<file path="src/rtl/multicycle_control_unit.sv">
// Multicycle CPU control FSM: sequences fetch/decode/execute/memory/writeback,
// drives datapath mux/enable controls and keeps a retired-instruction count.
module multicycle_control_unit (
  input  logic        clk,
  input  logic        rst,
  input  logic        en,
  input  logic [6:0]  opcode,
  input  logic        zero,
  input  logic        mem_ready,
  output logic        mem_req,
  output logic        MemRead,
  output logic        MemWrite,
  output logic        IorD,
  output logic        IRWrite,
  output logic        PCWrite,
  output logic        RegWrite,
  output logic        ALUSrcA,
  output logic [1:0]  ALUSrcB,
  output logic [1:0]  ALUOp,
  output logic        MemtoReg,
  output logic        PCSource,
  output logic [3:0]  state,
  output logic        illegal,
  output logic [31:0] retired,
  output logic        retire
);

  typedef enum logic [3:0] {
    S_FETCH    = 4'd0,
    S_DECODE   = 4'd1,
    S_EXEC_R   = 4'd2,
    S_EXEC_I   = 4'd3,
    S_MEM_ADDR = 4'd4,
    S_MEM_RD   = 4'd5,
    S_MEM_WR   = 4'd6,
    S_WB_ALU   = 4'd7,
    S_WB_MEM   = 4'd8,
    S_BRANCH   = 4'd9,
    S_TRAP     = 4'd10
  } state_t;

  localparam logic [6:0] OP_R      = 7'b0110011;
  localparam logic [6:0] OP_I      = 7'b0010011;
  localparam logic [6:0] OP_LOAD   = 7'b0000011;
  localparam logic [6:0] OP_STORE  = 7'b0100011;
  localparam logic [6:0] OP_BRANCH = 7'b1100011;

  state_t      state_q, state_d;
  logic        illegal_q;
  logic [31:0] retired_q;

  // Raw strobes before reset gating; reset must silence them combinationally.
  logic mem_req_c, mem_rd_c, mem_wr_c, ir_wr_c, pc_wr_c, reg_wr_c, retire_c;

  always_ff @(posedge clk) begin
    if (rst) begin
      state_q   <= S_FETCH;
      illegal_q <= 1'b0;
      retired_q <= '0;
    end else begin
      state_q <= state_d;
      if (state_d == S_TRAP) illegal_q <= 1'b1;
      if (retire_c)          retired_q <= retired_q + 32'd1;
    end
  end

  always_comb begin
    state_d   = state_q;
    mem_req_c = 1'b0;
    mem_rd_c  = 1'b0;
    mem_wr_c  = 1'b0;
    ir_wr_c   = 1'b0;
    pc_wr_c   = 1'b0;
    reg_wr_c  = 1'b0;
    retire_c  = 1'b0;
    IorD      = 1'b0;
    ALUSrcA   = 1'b0;
    ALUSrcB   = 2'b00;
    ALUOp     = 2'b00;
    MemtoReg  = 1'b0;
    PCSource  = 1'b0;
    case (state_q)
      S_FETCH: begin
        ALUSrcB = 2'b01;
        if (en) begin
          mem_req_c = 1'b1;
          mem_rd_c  = 1'b1;
          if (mem_ready) begin
            ir_wr_c = 1'b1;
            pc_wr_c = 1'b1;
            state_d = S_DECODE;
          end
        end
      end
      S_DECODE: begin
        ALUSrcB = 2'b11;
        case (opcode)
          OP_R:              state_d = S_EXEC_R;
          OP_I:              state_d = S_EXEC_I;
          OP_LOAD, OP_STORE: state_d = S_MEM_ADDR;
          OP_BRANCH:         state_d = S_BRANCH;
          default:           state_d = S_TRAP;
        endcase
      end
      S_EXEC_R: begin
        ALUSrcA = 1'b1;
        ALUOp   = 2'b10;
        state_d = S_WB_ALU;
      end
      S_EXEC_I: begin
        ALUSrcA = 1'b1;
        ALUSrcB = 2'b10;
        ALUOp   = 2'b10;
        state_d = S_WB_ALU;
      end
      S_MEM_ADDR: begin
        ALUSrcA = 1'b1;
        ALUSrcB = 2'b10;
        // IR is stable here, so anything but load/store means a corrupted decode.
        if (opcode == OP_LOAD)       state_d = S_MEM_RD;
        else if (opcode == OP_STORE) state_d = S_MEM_WR;
        else                         state_d = S_TRAP;
      end
      S_MEM_RD: begin
        mem_req_c = 1'b1;
        mem_rd_c  = 1'b1;
        IorD      = 1'b1;
        if (mem_ready) state_d = S_WB_MEM;
      end
      S_MEM_WR: begin
        mem_req_c = 1'b1;
        mem_wr_c  = 1'b1;
        IorD      = 1'b1;
        if (mem_ready) begin
          retire_c = 1'b1;
          state_d  = S_FETCH;
        end
      end
      S_WB_ALU: begin
        reg_wr_c = 1'b1;
        retire_c = 1'b1;
        state_d  = S_FETCH;
      end
      S_WB_MEM: begin
        reg_wr_c = 1'b1;
        MemtoReg = 1'b1;
        retire_c = 1'b1;
        state_d  = S_FETCH;
      end
      S_BRANCH: begin
        ALUSrcA  = 1'b1;
        ALUOp    = 2'b01;
        PCSource = 1'b1;
        pc_wr_c  = zero;
        retire_c = 1'b1;
        state_d  = S_FETCH;
      end
      S_TRAP:  state_d = S_TRAP;
      default: state_d = S_FETCH;
    endcase
  end

  assign mem_req  = mem_req_c & ~rst;
  assign MemRead  = mem_rd_c  & ~rst;
  assign MemWrite = mem_wr_c  & ~rst;
  assign IRWrite  = ir_wr_c   & ~rst;
  assign PCWrite  = pc_wr_c   & ~rst;
  assign RegWrite = reg_wr_c  & ~rst;
  assign retire   = retire_c  & ~rst;
  assign state    = state_q;
  assign illegal  = illegal_q;
  assign retired  = retired_q;

endmodule

</file>
<file path="config.mk">
export PLATFORM = sky130hd
export DESIGN_NAME = multicycle_control_unit
export DESIGN_NICKNAME = d
export VERILOG_FILES = /design/src/rtl/multicycle_control_unit.sv
export SDC_FILE = /design/constraint.sdc
export NUM_CORES = 1
export LEC_CHECK = 0
export CORE_UTILIZATION = 35
export CTS_BUF_LIST = sky130_fd_sc_hd__clkbuf_4 sky130_fd_sc_hd__clkbuf_8
export DETAILED_ROUTE_END_ITERATION = 8
export DONT_BUFFER_PORTS = 1
export PLACE_DENSITY_LB_ADDON = 0.08
export SLEW_MARGIN = 40
export SYNTH_ARGS = -nofsm -noshare
export SYNTH_HDL_FRONTEND = slang
export SYNTH_SLANG_ARGS = --single-unit
</file>
<file path="constraint.sdc">
create_clock -name clk -period 2.4 [get_ports clk]
set_clock_uncertainty 0.2 [all_clocks]
set_input_delay 0.12 -clock clk [delete_from_list [all_inputs] [get_ports clk]]
set_output_delay 0.12 -clock clk [all_outputs]
set_load 0.02 [all_outputs]
</file>
==> flow_summary.json <==
{
  "synth_edf_count": 0,
  "numPortBuffers": 0,
  "clk_pin_slew_ns": 0.07,
  "dieArea_sq_um": 6250,
  "diodes": 0,
  "place_congestion": 0.775,
  "cts_setup_buffers": 0,
  "vias_per_cell": 5.58,
  "cts-root-buf": "clkbuf_8",
  "hpwlAfterDp_um": 3810,
  "place_inst": 353,
  "wl_per_cell_um": 14.9,
  "drv_slew": 0,
  "cts_buffers": 5,
  "fin_cells": 363,
  "finalHoldViolCount": 0,
  "slew_headroom_pct": 57.7,
  "rrSetupSlack_ns": 0.22,
  "via_count": 2025,
  "whs_path_depth": 4,
  "outcome": "finished clean",
  "multi_input_area_sq_um": 1250,
  "cts-resized-gates": 0,
  "worstSkewPairLatency_ns": 0.28,
  "seq_area_sq_um": 741,
  "synthFlopType": "dfxtp_1",
  "synthCells": 263,
  "drv_cap": 0,
  "die_w_um": 79.0,
  "fillers": 615,
  "cp.arrival_ns": 2.20,
  "rows": 27,
  "grt_pass1_wl_um": 8890,
  "antenna_found_initial": 0,
  "cts.sinks": 37,
  "cp_max_fo": 14,
  "finalCritPeriodShare_pct": 91.0,
  "grt_usage_pct": 18.0,
  "clk_path_buf_depth": 2,
  "peakVddDrop_uv": 332,
  "worstPathRequired_ns": 2.42,
  "ios": 64,
  "rr_startpoint": "state[1]$_SDFF_PP0_",
  "r2r-end": "retired[28]$_SDFFE_PP0P_",
  "tightest_slew_ns": 0.629,
  "fin_tns_setup_ns": 0,
  "core_sq_um": 5610,
  "initial_core_util_pct": 37.0,
  "drive_gt1_share_pct": 17.9,
  "grt_max_degree": 36,
  "cts_tree": "done",
  "final_core_utilization_pct": 44.4,
  "syn_nets": 276,
  "ys_types": 46,
  "syn_area_per_cell_sq_um": 7.90,
  "min_from": "mem_ready",
  "grt_pass1_vias": 1871,
  "drtIter0Drc": 67,
  "setup_viol": 0,
  "ys_seq_area_share_pct": 35.7,
  "max_freq_mhz": 458,
  "synth_area_sq_um": 2080,
  "end_kind": "flop",
  "powerDensity_nw_per_um2": 760,
  "final_antenna_net_count": 0,
  "crit_type": "flop to flop",
  "rsz0062_at_grt": "no",
  "start_kind": "flop",
  "yosys_warnings": 0,
  "chipHeight_um": 79.0,
  "grt_overflow": 0,
  "drtPass1Iterations": 4,
  "fin_crit_ns": 2.18,
  "htreeDepth": 2,
  "finalNetCount": 304,
  "synth-seq-cells": 37,
  "total_leakage_power_uw": 0.000865,
  "drcViolationCount": 0,
  "hold_class": "input pin to flop",
  "synth_async_sr_flop_share_pct": 0,
  "syn2layout_area_growth_pct": 20.0,
  "r2r_cells": 5,
  "min_to": "state[0]$_SDFF_PP0_",
  "drt-total-wl_um": 5410
}
[logic make-up after synthesis]
group | count (synthesis) | share of synthesized area (%)
AND/OR/NAND/NOR | 126 | 33.7
AO/OA/AOI/OAI | 59 | 18.1
flip-flops | 37 | 35.7
buffers and inverters | 24 | 4.94
XOR/XNOR | 14 | 5.90
multiplexers | 2 | 1.08
adder cells (fa/ha/maj) | 1 | 0.602
[critical path: stages, from the launching register on]
cell      delay, ns
dfxtp_1        0.46
nand3b_1       0.18
o22ai_2        0.29
nand3_2        0.27
or4_1          0.57
a21oi_1        0.15
[layout by cell type (no fill, tap or decap), drive strengths merged, types with 2 or more instances in the layout]
cell type,count
inv,8
or4,9
mux2,2
nand2b,5
dfxtp,37
a2111oi,2
o22a,3
nand4,16
nand3b,2
dlygate4sd3,2
nor4,2
o21ai,8
and2,2
clkbuf,7
xor2,8
nand2,20
buf,35
and4,6
nor2,29
or3,10
o31ai,9
o22ai,4
and3,4
xnor2,6
nor3,9
nand3,5
a21oi,24
nor2b,4
[synth_stat cells (2+ instances only)]
library cell / n / area (sq um)
dfxtp_1: 37 / 741
nor2_1: 29 / 109
a21oi_1: 24 / 120
nand2_1: 20 / 75.1
nand4_1: 16 / 100
clkbuf_1: 10 / 37.5
or3_1: 10 / 62.6
nor3_1: 9 / 45.0
o31ai_1: 9 / 67.6
or4_1: 9 / 67.6
inv_1: 8 / 30.0
o21ai_0: 8 / 40.0
xor2_1: 8 / 70.1
xnor2_1: 6 / 52.6
and4_1: 5 / 43.8
and3_1: 4 / 25.0
buf_2: 4 / 20.0
nand2b_1: 4 / 25.0
nand3_1: 4 / 20.0
nor2b_1: 4 / 25.0
o22a_1: 3 / 26.3
o22ai_1: 3 / 18.8
a2111oi_0: 2 / 17.5
and2_1: 2 / 12.5
mux2_2: 2 / 22.5
nand3b_1: 2 / 15.0
nor4_1: 2 / 12.5
[final cells by class]
class | instances | area share, %
Multi-Input combinational cell | 202 | 50.0
Tap cell | 72 | 3.61
Sequential cell | 37 | 29.7
Inverter | 8 | 1.20
Timing Repair Buffer | 37 | 11.8
Clock buffer | 7 | 3.61
[state kept, by name (all words and copies together) (netlist names)]
signal   flops
retired     32
state        4
illegal      1
[repair_timing]
action	4_1_cts	5_1_grt
hold endpoints to repair	37	0
hold buffers	3	0
setup endpoints to repair	0	0
[metal layers]
layer / vias to the layer above / global-route usage [%] / wire length [um]
met5: - / 0 / 0
met4: 0 / 4.91 / 24
met3: 2 / 5.29 / 365
met2: 48 / 28.7 / 2490
met1: 951 / 23.6 / 2540
li1: 1024 / - / -
[power by group]
group	switching [uW]	internal, uW	total (uW)
clock network	211	239	450
registers	50.9	652	702
logic	469	272	741
[per-stage QoR]
step	cell area (sq um)	hold slack (ns)	setup slack (ns)	total power [uW]
global route	2490	0.0310	0.0755	2020
detailed placement	2360	-0.00291	0.200	1440
floorplan	2080	0.0877	0.0911	1250
global placement	2360	-0.00474	0.134	1440
finish	2490	0.0157	0.216	1890
CTS	2490	0.00110	0.156	1920
[worst max-delay path by stage]
stage | start | endpoint | slack [ns] | cells past startpoint
after floorplan | state[0]$_SDFF_PP0_ | mem_req | 0.09 | 5
after global placement | state[2]$_SDFF_PP0_ | state[1]$_SDFF_PP0_ | 0.13 | 5
after detailed placement | state[2]$_SDFF_PP0_ | illegal$_SDFFE_PP0N_ | 0.20 | 5
after CTS | state[2]$_SDFF_PP0_ | ALUSrcA | 0.16 | 3
after global routing | state[1]$_SDFF_PP0_ | retired[30]$_SDFFE_PP0P_ | 0.08 | 5
final | state[1]$_SDFF_PP0_ | retired[28]$_SDFFE_PP0P_ | 0.22 | 5
Power figures use the tool's default switching activity.
